File: config.mk
export PLATFORM = sky130hd
export DESIGN_NAME = alu_access_arbiter
export DESIGN_NICKNAME = d
export VERILOG_FILES = /design/src/rtl/alu_pkg.sv /design/src/rtl/alu_rr_arbiter.sv /design/src/rtl/alu_access_arbiter.sv
export SDC_FILE = /design/constraint.sdc
export NUM_CORES = 1
export LEC_CHECK = 0
export ABC_AREA = 1
export CAP_MARGIN = 0
export CELL_PAD_IN_SITES_DETAIL_PLACEMENT = 1
export CELL_PAD_IN_SITES_GLOBAL_PLACEMENT = 2
export CORE_MARGIN = 2
export CORE_UTILIZATION = 22
export CTS_CLUSTER_SIZE = 8
export DETAILED_ROUTE_END_ITERATION = 12
export GPL_TIMING_DRIVEN = 0
export PLACE_DENSITY_LB_ADDON = 0.1
export SLEW_MARGIN = 20
export SYNTH_ARGS = -nofsm -noshare
export SYNTH_HDL_FRONTEND = slang
export SYNTH_SLANG_ARGS = --single-unit
File: constraint.sdc
create_clock -name clk -period 2.1 [get_ports clk]
set_clock_uncertainty 0.15 [all_clocks]
set_input_delay 0.315 -clock clk [delete_from_list [all_inputs] [get_ports clk]]
set_output_delay 0.315 -clock clk [all_outputs]
set_load 0.01 [all_outputs]
File: src/rtl/alu_pkg.sv
// ALU control codes, arbiter FSM state encoding and opcode legality helper
// shared by the ALU access arbiter files.
package alu_pkg;

  localparam logic [3:0] ALU_AND = 4'b0000;
  localparam logic [3:0] ALU_ADD = 4'b0010;
  localparam logic [3:0] ALU_SUB = 4'b0110;
  localparam logic [3:0] ALU_SLT = 4'b0111;
  localparam logic [3:0] ALU_NOR = 4'b1100;
  localparam logic [3:0] ALU_SLL = 4'b1110;
  localparam logic [3:0] ALU_NOP = 4'b1111;

  typedef enum logic [1:0] {
    ST_IDLE = 2'd0,
    ST_EXEC = 2'd1,
    ST_RESP = 2'd2
  } arb_state_e;

  function automatic logic is_legal_op(input logic [3:0] op);
    logic legal;
    case (op)
      ALU_AND, ALU_ADD, ALU_SUB, ALU_SLT, ALU_NOR, ALU_SLL: legal = 1'b1;
      default:                                              legal = 1'b0;
    endcase
    return legal;
  endfunction

endpackage

File: src/rtl/alu_rr_arbiter.sv
// Round-robin grant: first asserted valid at or after ptr, wrapping; produces
// a one-hot grant, its index and an any-grant flag. Purely combinational.
module alu_rr_arbiter #(
  parameter int NUM_REQ = 2
) (
  input  logic [NUM_REQ-1:0] valid,
  input  logic [1:0]         ptr,
  output logic [NUM_REQ-1:0] grant,
  output logic [1:0]         grant_idx,
  output logic               grant_any
);

  logic [3:0] valid_pad_s;
  logic [1:0] cand_s;

  function automatic logic [1:0] wrap_add(input logic [1:0] base, input int off);
    int sum;
    sum = int'(base) + off;
    if (sum >= NUM_REQ) begin
      sum = sum - NUM_REQ;
    end else begin
      sum = sum;
    end
    return sum[1:0];
  endfunction

  // Scan requesters starting at the pointer and pick the first valid one
  always_comb begin
    valid_pad_s                = 4'b0000;
    valid_pad_s[NUM_REQ-1:0]   = valid;
    grant_idx                  = 2'd0;
    grant_any                  = 1'b0;
    cand_s                     = 2'd0;
    for (int k = 0; k < NUM_REQ; k++) begin
      cand_s = wrap_add(ptr, k);
      if (!grant_any && valid_pad_s[cand_s]) begin
        grant_any = 1'b1;
        grant_idx = cand_s;
      end else begin
        grant_any = grant_any;
      end
    end
    if (grant_any) begin
      grant = NUM_REQ'(1'b1) << grant_idx;
    end else begin
      grant = '0;
    end
  end

endmodule

File: src/rtl/alu_access_arbiter.sv
// Shares one combinational ALU among NUM_REQ requesters: round-robin grant,
// operand latch, single EXEC cycle, registered response with backpressure.
// Optional opcode screening is built in when ALU_ARB_OPCHECK_EN is defined.
module alu_access_arbiter
  import alu_pkg::*;
#(
  parameter int NUM_REQ = 2,
  parameter int DATA_W  = 32
) (
  input  logic                      clk,
  input  logic                      rst_n,
  input  logic [NUM_REQ-1:0]        req_valid,
  output logic [NUM_REQ-1:0]        req_ready,
  input  logic [4*NUM_REQ-1:0]      req_op,
  input  logic [DATA_W*NUM_REQ-1:0] req_a,
  input  logic [DATA_W*NUM_REQ-1:0] req_b,
  input  logic [5*NUM_REQ-1:0]      req_shamt,
  output logic [DATA_W-1:0]         alu_rs,
  output logic [DATA_W-1:0]         alu_rt,
  output logic [4:0]                alu_shamt,
  output logic [3:0]                alu_ctrl,
  input  logic [DATA_W-1:0]         alu_result,
  input  logic                      alu_zero,
  output logic                      rsp_valid,
  input  logic                      rsp_ready,
  output logic [1:0]                rsp_id,
  output logic [DATA_W-1:0]         rsp_result,
  output logic                      rsp_zero,
  output logic                      rsp_err
);

  arb_state_e          state_r, state_s;
  logic [1:0]          ptr_r, ptr_s;
  logic [NUM_REQ-1:0]  grant_s;
  logic [1:0]          grant_idx_s;
  logic                grant_any_s;
  logic                accept_s;
  logic                op_legal_s;
  logic [3:0]          op_r;
  logic [DATA_W-1:0]   a_r, b_r;
  logic [4:0]          shamt_r;
  logic [1:0]          id_r;
  logic [DATA_W-1:0]   rsp_result_r;
  logic                rsp_zero_r, rsp_err_r;

  alu_rr_arbiter #(.NUM_REQ(NUM_REQ)) u_rr (
    .valid     (req_valid),
    .ptr       (ptr_r),
    .grant     (grant_s),
    .grant_idx (grant_idx_s),
    .grant_any (grant_any_s)
  );

`ifdef ALU_ARB_OPCHECK_EN
  assign op_legal_s = is_legal_op(op_r);
`else
  assign op_legal_s = 1'b1;
`endif

  // Next state, grant acceptance and pointer advance
  always_comb begin
    state_s   = state_r;
    ptr_s     = ptr_r;
    req_ready = '0;
    accept_s  = 1'b0;
    case (state_r)
      ST_IDLE: begin
        if (grant_any_s) begin
          req_ready = grant_s;
          accept_s  = 1'b1;
          state_s   = ST_EXEC;
          ptr_s     = (grant_idx_s == 2'(NUM_REQ - 1)) ? 2'd0 : grant_idx_s + 2'd1;
        end else begin
          state_s = ST_IDLE;
        end
      end
      ST_EXEC: state_s = ST_RESP;
      ST_RESP: begin
        if (rsp_ready) begin
          state_s = ST_IDLE;
        end else begin
          state_s = ST_RESP;
        end
      end
      default: state_s = ST_IDLE;
    endcase
  end

  // ALU control is live only in EXEC, and only for screened-legal opcodes
  always_comb begin
    if (state_r == ST_EXEC && op_legal_s) begin
      alu_ctrl = op_r;
    end else begin
      alu_ctrl = ALU_NOP;
    end
  end

  // FSM state and round-robin pointer registers
  always_ff @(posedge clk or negedge rst_n) begin
    if (!rst_n) begin
      state_r <= ST_IDLE;
      ptr_r   <= 2'd0;
    end else begin
      state_r <= state_s;
      ptr_r   <= ptr_s;
    end
  end

  // Operand latch on the accepting edge
  always_ff @(posedge clk or negedge rst_n) begin
    if (!rst_n) begin
      op_r    <= 4'd0;
      a_r     <= '0;
      b_r     <= '0;
      shamt_r <= 5'd0;
      id_r    <= 2'd0;
    end else if (accept_s) begin
      op_r    <= req_op[4*grant_idx_s +: 4];
      a_r     <= req_a[DATA_W*grant_idx_s +: DATA_W];
      b_r     <= req_b[DATA_W*grant_idx_s +: DATA_W];
      shamt_r <= req_shamt[5*grant_idx_s +: 5];
      id_r    <= grant_idx_s;
    end else begin
      op_r    <= op_r;
      a_r     <= a_r;
      b_r     <= b_r;
      shamt_r <= shamt_r;
      id_r    <= id_r;
    end
  end

  // Result capture at the end of EXEC; held unchanged through RESP
  always_ff @(posedge clk or negedge rst_n) begin
    if (!rst_n) begin
      rsp_result_r <= '0;
      rsp_zero_r   <= 1'b0;
      rsp_err_r    <= 1'b0;
    end else if (state_r == ST_EXEC) begin
      rsp_result_r <= op_legal_s ? alu_result : '0;
      rsp_zero_r   <= op_legal_s & alu_zero;
      rsp_err_r    <= ~op_legal_s;
    end else begin
      rsp_result_r <= rsp_result_r;
      rsp_zero_r   <= rsp_zero_r;
      rsp_err_r    <= rsp_err_r;
    end
  end

  assign alu_rs     = a_r;
  assign alu_rt     = b_r;
  assign alu_shamt  = shamt_r;
  assign rsp_valid  = (state_r == ST_RESP);
  assign rsp_id     = id_r;
  assign rsp_result = rsp_result_r;
  assign rsp_zero   = rsp_zero_r;
  assign rsp_err    = rsp_err_r;

endmodule

# After elaboration in Yosys (flattened, before gate mapping)
# Index checks and enable logic that the tools add are counted.
# word_totals
in_bits	184
elab_cells	49
regBits	112
out_inout_bits	112
# op_classes
n_shift	5
mux	19
eq_ne	3
addsub	4
reduce_logical	4
multipliers	1
n_lt_le_gt_ge	4
# op_table
cell	count
64-bit by 8-bit indexed part select with 32-bit output	2
2-bit 2-to-1 mux	8
10-bit by 6-bit indexed part select with 5-bit output	1
8-bit by 5-bit indexed part select with 4-bit output	1
1-bit 2-to-1 mux	7
2-bit by 3-bit less-than comparator with 1-bit output, second input constant	2
2-bit one-hot mux with 3 select lines	1
3-bit by 2-bit multiplier with 5-bit output, first input constant	1
1-bit binary-select mux with 2-bit select	2
2-bit by 1-bit equality test with 1-bit output, second input constant	2
4-bit 2-to-1 mux	1
2-bit subtractor, second input constant	2
2-bit by 1-bit adder with 3-bit output, second input constant	1
3-bit by 2-bit greater-or-equal comparator with 1-bit output, second input constant	1
2-bit by 1-bit adder with 2-bit output, second input constant	1
2-bit equality test, second input constant	1
2-bit greater-or-equal comparator, second input constant	1
2-bit zero test	1
2-bit AND reduction	1
1-bit by 2-bit << shifter with 2-bit output, first input constant	1
1-bit logical AND	1
1-bit zero test	1

# Depth between registers and ports, before layout
# depth
ltp_word	11
ltp_mapped	9
depth_no_buf	7

# Modules after synthesis
# Synthesis repeated with hierarchy kept, for this count alone.
# unflattened
hier_cells	742
hier_area_um2	5502.8
# by_module_without_submodules
mod	area_per_inst_um2	n_inst	seq_area_each_um2	cells_per_inst
alu_access_arbiter	5446.5	1	2802.7	731
alu_rr_arbiter	56.3	1	0.0	11

# Least setup slack after synthesis
# OpenSTA, ideal clock, no wires.
# synth_timing
kind	register -> output
startpoint	register state_r[1]
endpoint	output alu_ctrl[0]
t_arrival_ps	1077
path_buffers	2
stages_incl_launch_ff	6
setup_slack_ps	558
required_time_ps	1635
cell_sequence	dfrtp_1 inv_1 nand2_1 buf_6 buf_2 or2_2
# synth_via
elab_chain_cells	2
# synth_lines
element	line_no	text
from (decl)	alu_access_arbiter.sv:32	arb_state_e state_r, state_s;
from (signal assigned)	alu_access_arbiter.sv:104	state_r <= state_s;
2-bit by 1-bit equality test with 1-bit output	alu_access_arbiter.sv:91	if (state_r == ST_EXEC && op_legal_s) begin
4-bit 2-to-1 mux	alu_access_arbiter.sv:91	
to (decl)	alu_access_arbiter.sv:21	output logic [3:0] alu_ctrl,
# No other way between the ends.

# Worst setup path in the final report
# layout_timing
startpoint	register state_r[0]
endpoint	output rsp_valid
# layout_via
elab_chain_cells	1
# layout_lines
element	line_no	text
2-bit equality test	alu_access_arbiter.sv:152	assign rsp_valid = (state_r == ST_RESP);
to (decl)	alu_access_arbiter.sv:24	output logic rsp_valid,
# No other way between the ends.

==> impl_metrics.env <==
export IMPL_outcome="finished clean"
export IMPL_fin_setup_tns_ps=0
export IMPL_worstPathMaxFanout=3
export IMPL_worstPathRequired_ps=1630
export IMPL_cts_buffers_inserted=9
export IMPL_post_route_util_pct=38.19
export IMPL_leakagePower_nw=4.344
export IMPL_start_kind="register"
export IMPL_drc=0
export IMPL_die_w_um=159.1
export IMPL_syn_inst=659
export IMPL_criticalPathCategory="register to output port"
export IMPL_rsz0062_at_grt="no"
export IMPL_synth_area_leaders="dfrtp_1, nand2_1, mux2_2"
export IMPL_grt_max_degree=60
export IMPL_gr_total_overflow=0
export IMPL_synth_warnings=0
export IMPL_die_area_sq_um=25330
export IMPL_synth_net_count=843
export IMPL_area_growth_pct=69.78
export IMPL_area_sequential_sq_um=2803
export IMPL_h_tree_depth=3
export IMPL_io_buffers=294
export IMPL_drive_gt1_share_pct=11.02
export IMPL_place_area_sq_um=8670
export IMPL_ys_seq_area_share_pct=52.93
export IMPL_root_buffer="clkbuf_16"
export IMPL_cts_clk_slew_worst_paths_ps=90
export IMPL_start_util_pct=22.49
export IMPL_drv_slew=0
export IMPL_dr_pass1_iters=4
export IMPL_max_cap_violations=0
export IMPL_drt_wirelength_per_cell_um=15.96
export IMPL_min_path_type="input port to asynchronous set/reset pin"
export IMPL_io_pins=296
export IMPL_wirelength_um=20590
export IMPL_avgSynthCellArea_sq_um=8.035
export IMPL_synth_top_area_share_pct=52.93
export IMPL_crit_path_cell_trace="nor2_1 > clkdlybuf4s50_1"
export IMPL_cts_sinks=112
export IMPL_die_h_um=159.1
export IMPL_nets=1150
export IMPL_vias=5419
export IMPL_ys_types=15
export IMPL_fillCellCount=2847
export IMPL_gp_congestion=0.7246
export IMPL_total_power_mw=11.53
export IMPL_critPathCaptureType="output port"
export IMPL_multi_input_area_sq_um=2215
export IMPL_final_area_sq_um=8990
export IMPL_r2r_start="state_r[0]"
export IMPL_antenna_found_initial=0
export IMPL_irDropWorstVdd_v=0.0005002
export IMPL_final_cells=1290
export IMPL_coreArea_sq_um=23540
export IMPL_cp_arrival_ps=1510
export IMPL_ys_ff_latch=112
export IMPL_hold_viol=0
export IMPL_hpwl_um=15700
export IMPL_setup_viol=0
export IMPL_reg2reg_slack_ps=410
export IMPL_grt_usage_pct=16.70
export IMPL_dr_first_iter_drc_count=218
export IMPL_clock_fmax_ghz=0.5060
export IMPL_rr_worst_depth=5
export IMPL_period_share_pct=94.10
export IMPL_std_cell_rows=56
export IMPL_grt_pass1_wl_um=33200
export IMPL_whs_ps=289.8
export IMPL_power_density_nw_per_um2=1282
export IMPL_placedCellCount=1273
export IMPL_cp_slowest_cell="clkdlybuf4s50_1"
export IMPL_worst_slack_ps=123.8
export IMPL_grt_pass1_vias=5728
export IMPL_fin_crit_ps=1976
export IMPL_reg2reg_to="rsp_result[19]"
export IMPL_synthesis_area_sq_um=5295
export IMPL_worstSkewPairLatency_ps=360
export IMPL_antennaDiodeCount=0
export IMPL_ant_nets=0
export IMPL_clock_path_buffers=2
export IMPL_pre_cts_slack_ps=-359.8
export IMPL_critical_path_endpoint="rsp_valid"
export IMPL_cp_slowest_stage_delay_ps=590
export IMPL_yosysTopAreaCell="dfrtp_1"
export IMPL_vias_per_cell=4.201
export IMPL_cts_tree="done"
export IMPL_critPathLaunch="state_r[0]"
==> worst min-delay path by stage <==
stage                   start        endpoint  slack [ps]
finish                  rst_n  rsp_result[14]         290
global route            rst_n  rsp_result[14]         330
CTS                     rst_n  rsp_result[14]         310
detailed placement      rst_n  rsp_result[14]         120
global placement    rsp_id[0]       rsp_id[0]         310
floorplan               rst_n       alu_rs[0]        -130
==> per-layer routing <==
metal | part of all wire (%) | GRT usage [%] | vias to the layer above | wire length (um)
met5 | 0 | 0 | - | 0
met4 | 1.3 | 4.008 | 0 | 266
met3 | 7.9 | 5.600 | 16 | 1620
met2 | 47 | 27.19 | 182 | 9686
met1 | 44 | 21.44 | 2561 | 9012
li1 | - | - | 2660 | -
==> flip-flops by register name (all words and copies together) (netlist names) <==
signal	flops
alu_rs	32
alu_rt	32
rsp_result	32
alu_shamt	5
op_r	4
ptr_r	2
rsp_id	2
state_r	2
rsp_zero	1
==> cell families after synthesis <==
kind of cell | Yosys count | share of synthesized area (%)
simple gates | 458 | 34.45
flops | 112 | 52.93
buf+inv | 54 | 5.435
mux | 33 | 7.018
compound gates | 1 | 0.09443
other cells | 1 | 0.07082
==> where the power goes <==
| group | internal [mW] | switching (mW) |
|---|---|---|
| clock network | 0.859 | 0.952 |
| registers | 3.20 | 0.511 |
| logic | 3.11 | 2.90 |
==> layout by cell type, fill, tap and decap left out, types with 2 or more instances in the layout <==
cell type / instances
nand2_1: 373
clkbuf_2: 4
nand3_1: 74
buf_2: 31
inv_1: 8
clkdlybuf4s50_1: 287
inv_8: 2
inv_6: 3
mux2_2: 33
buf_4: 9
clkbuf_16: 9
or2_2: 4
dfrtp_1: 112
nor2_1: 4
clkinv_8: 2
buf_6: 2
clkbuf_1: 3
==> what timing repair did <==
action                     CTS  global route
hold buffers                 1             0
cloned                       0             0
setup buffers                2             0
gates resized for setup     18             7
setup endpoints to repair    6             6
hold endpoints to repair    53             0
==> worst max-delay path, delay by kind of cell, from the launching register on <==
family,cells,cell delay (ps)
buffers and inverters,1,590
and+or+nand+nor,1,150
DFF,1,420
==> cell type report <==
cell class                 instances  share of cell area (%)
buffer                            43                   2.853
clock buffer                       9                   2.505
tap                              319                   4.440
inverter                           9                  0.3758
timing repair buffer             298                   33.11
clock inverter                     7                  0.9047
multi-input combinational        493                   24.63
sequential                       112                   31.18
==> synth_stat cells, drive strengths merged <==
| cell type | instances |
|---|---|
| dfrtp | 112 |
| nand3 | 74 |
| clkbuf | 3 |
| buf | 42 |
| mux2 | 33 |
| nand2 | 375 |
| a21oi | 1 |
| nor2 | 5 |
| inv | 9 |
| conb | 1 |
| or2 | 4 |
Note: power is estimated with default switching activity, not from simulation.
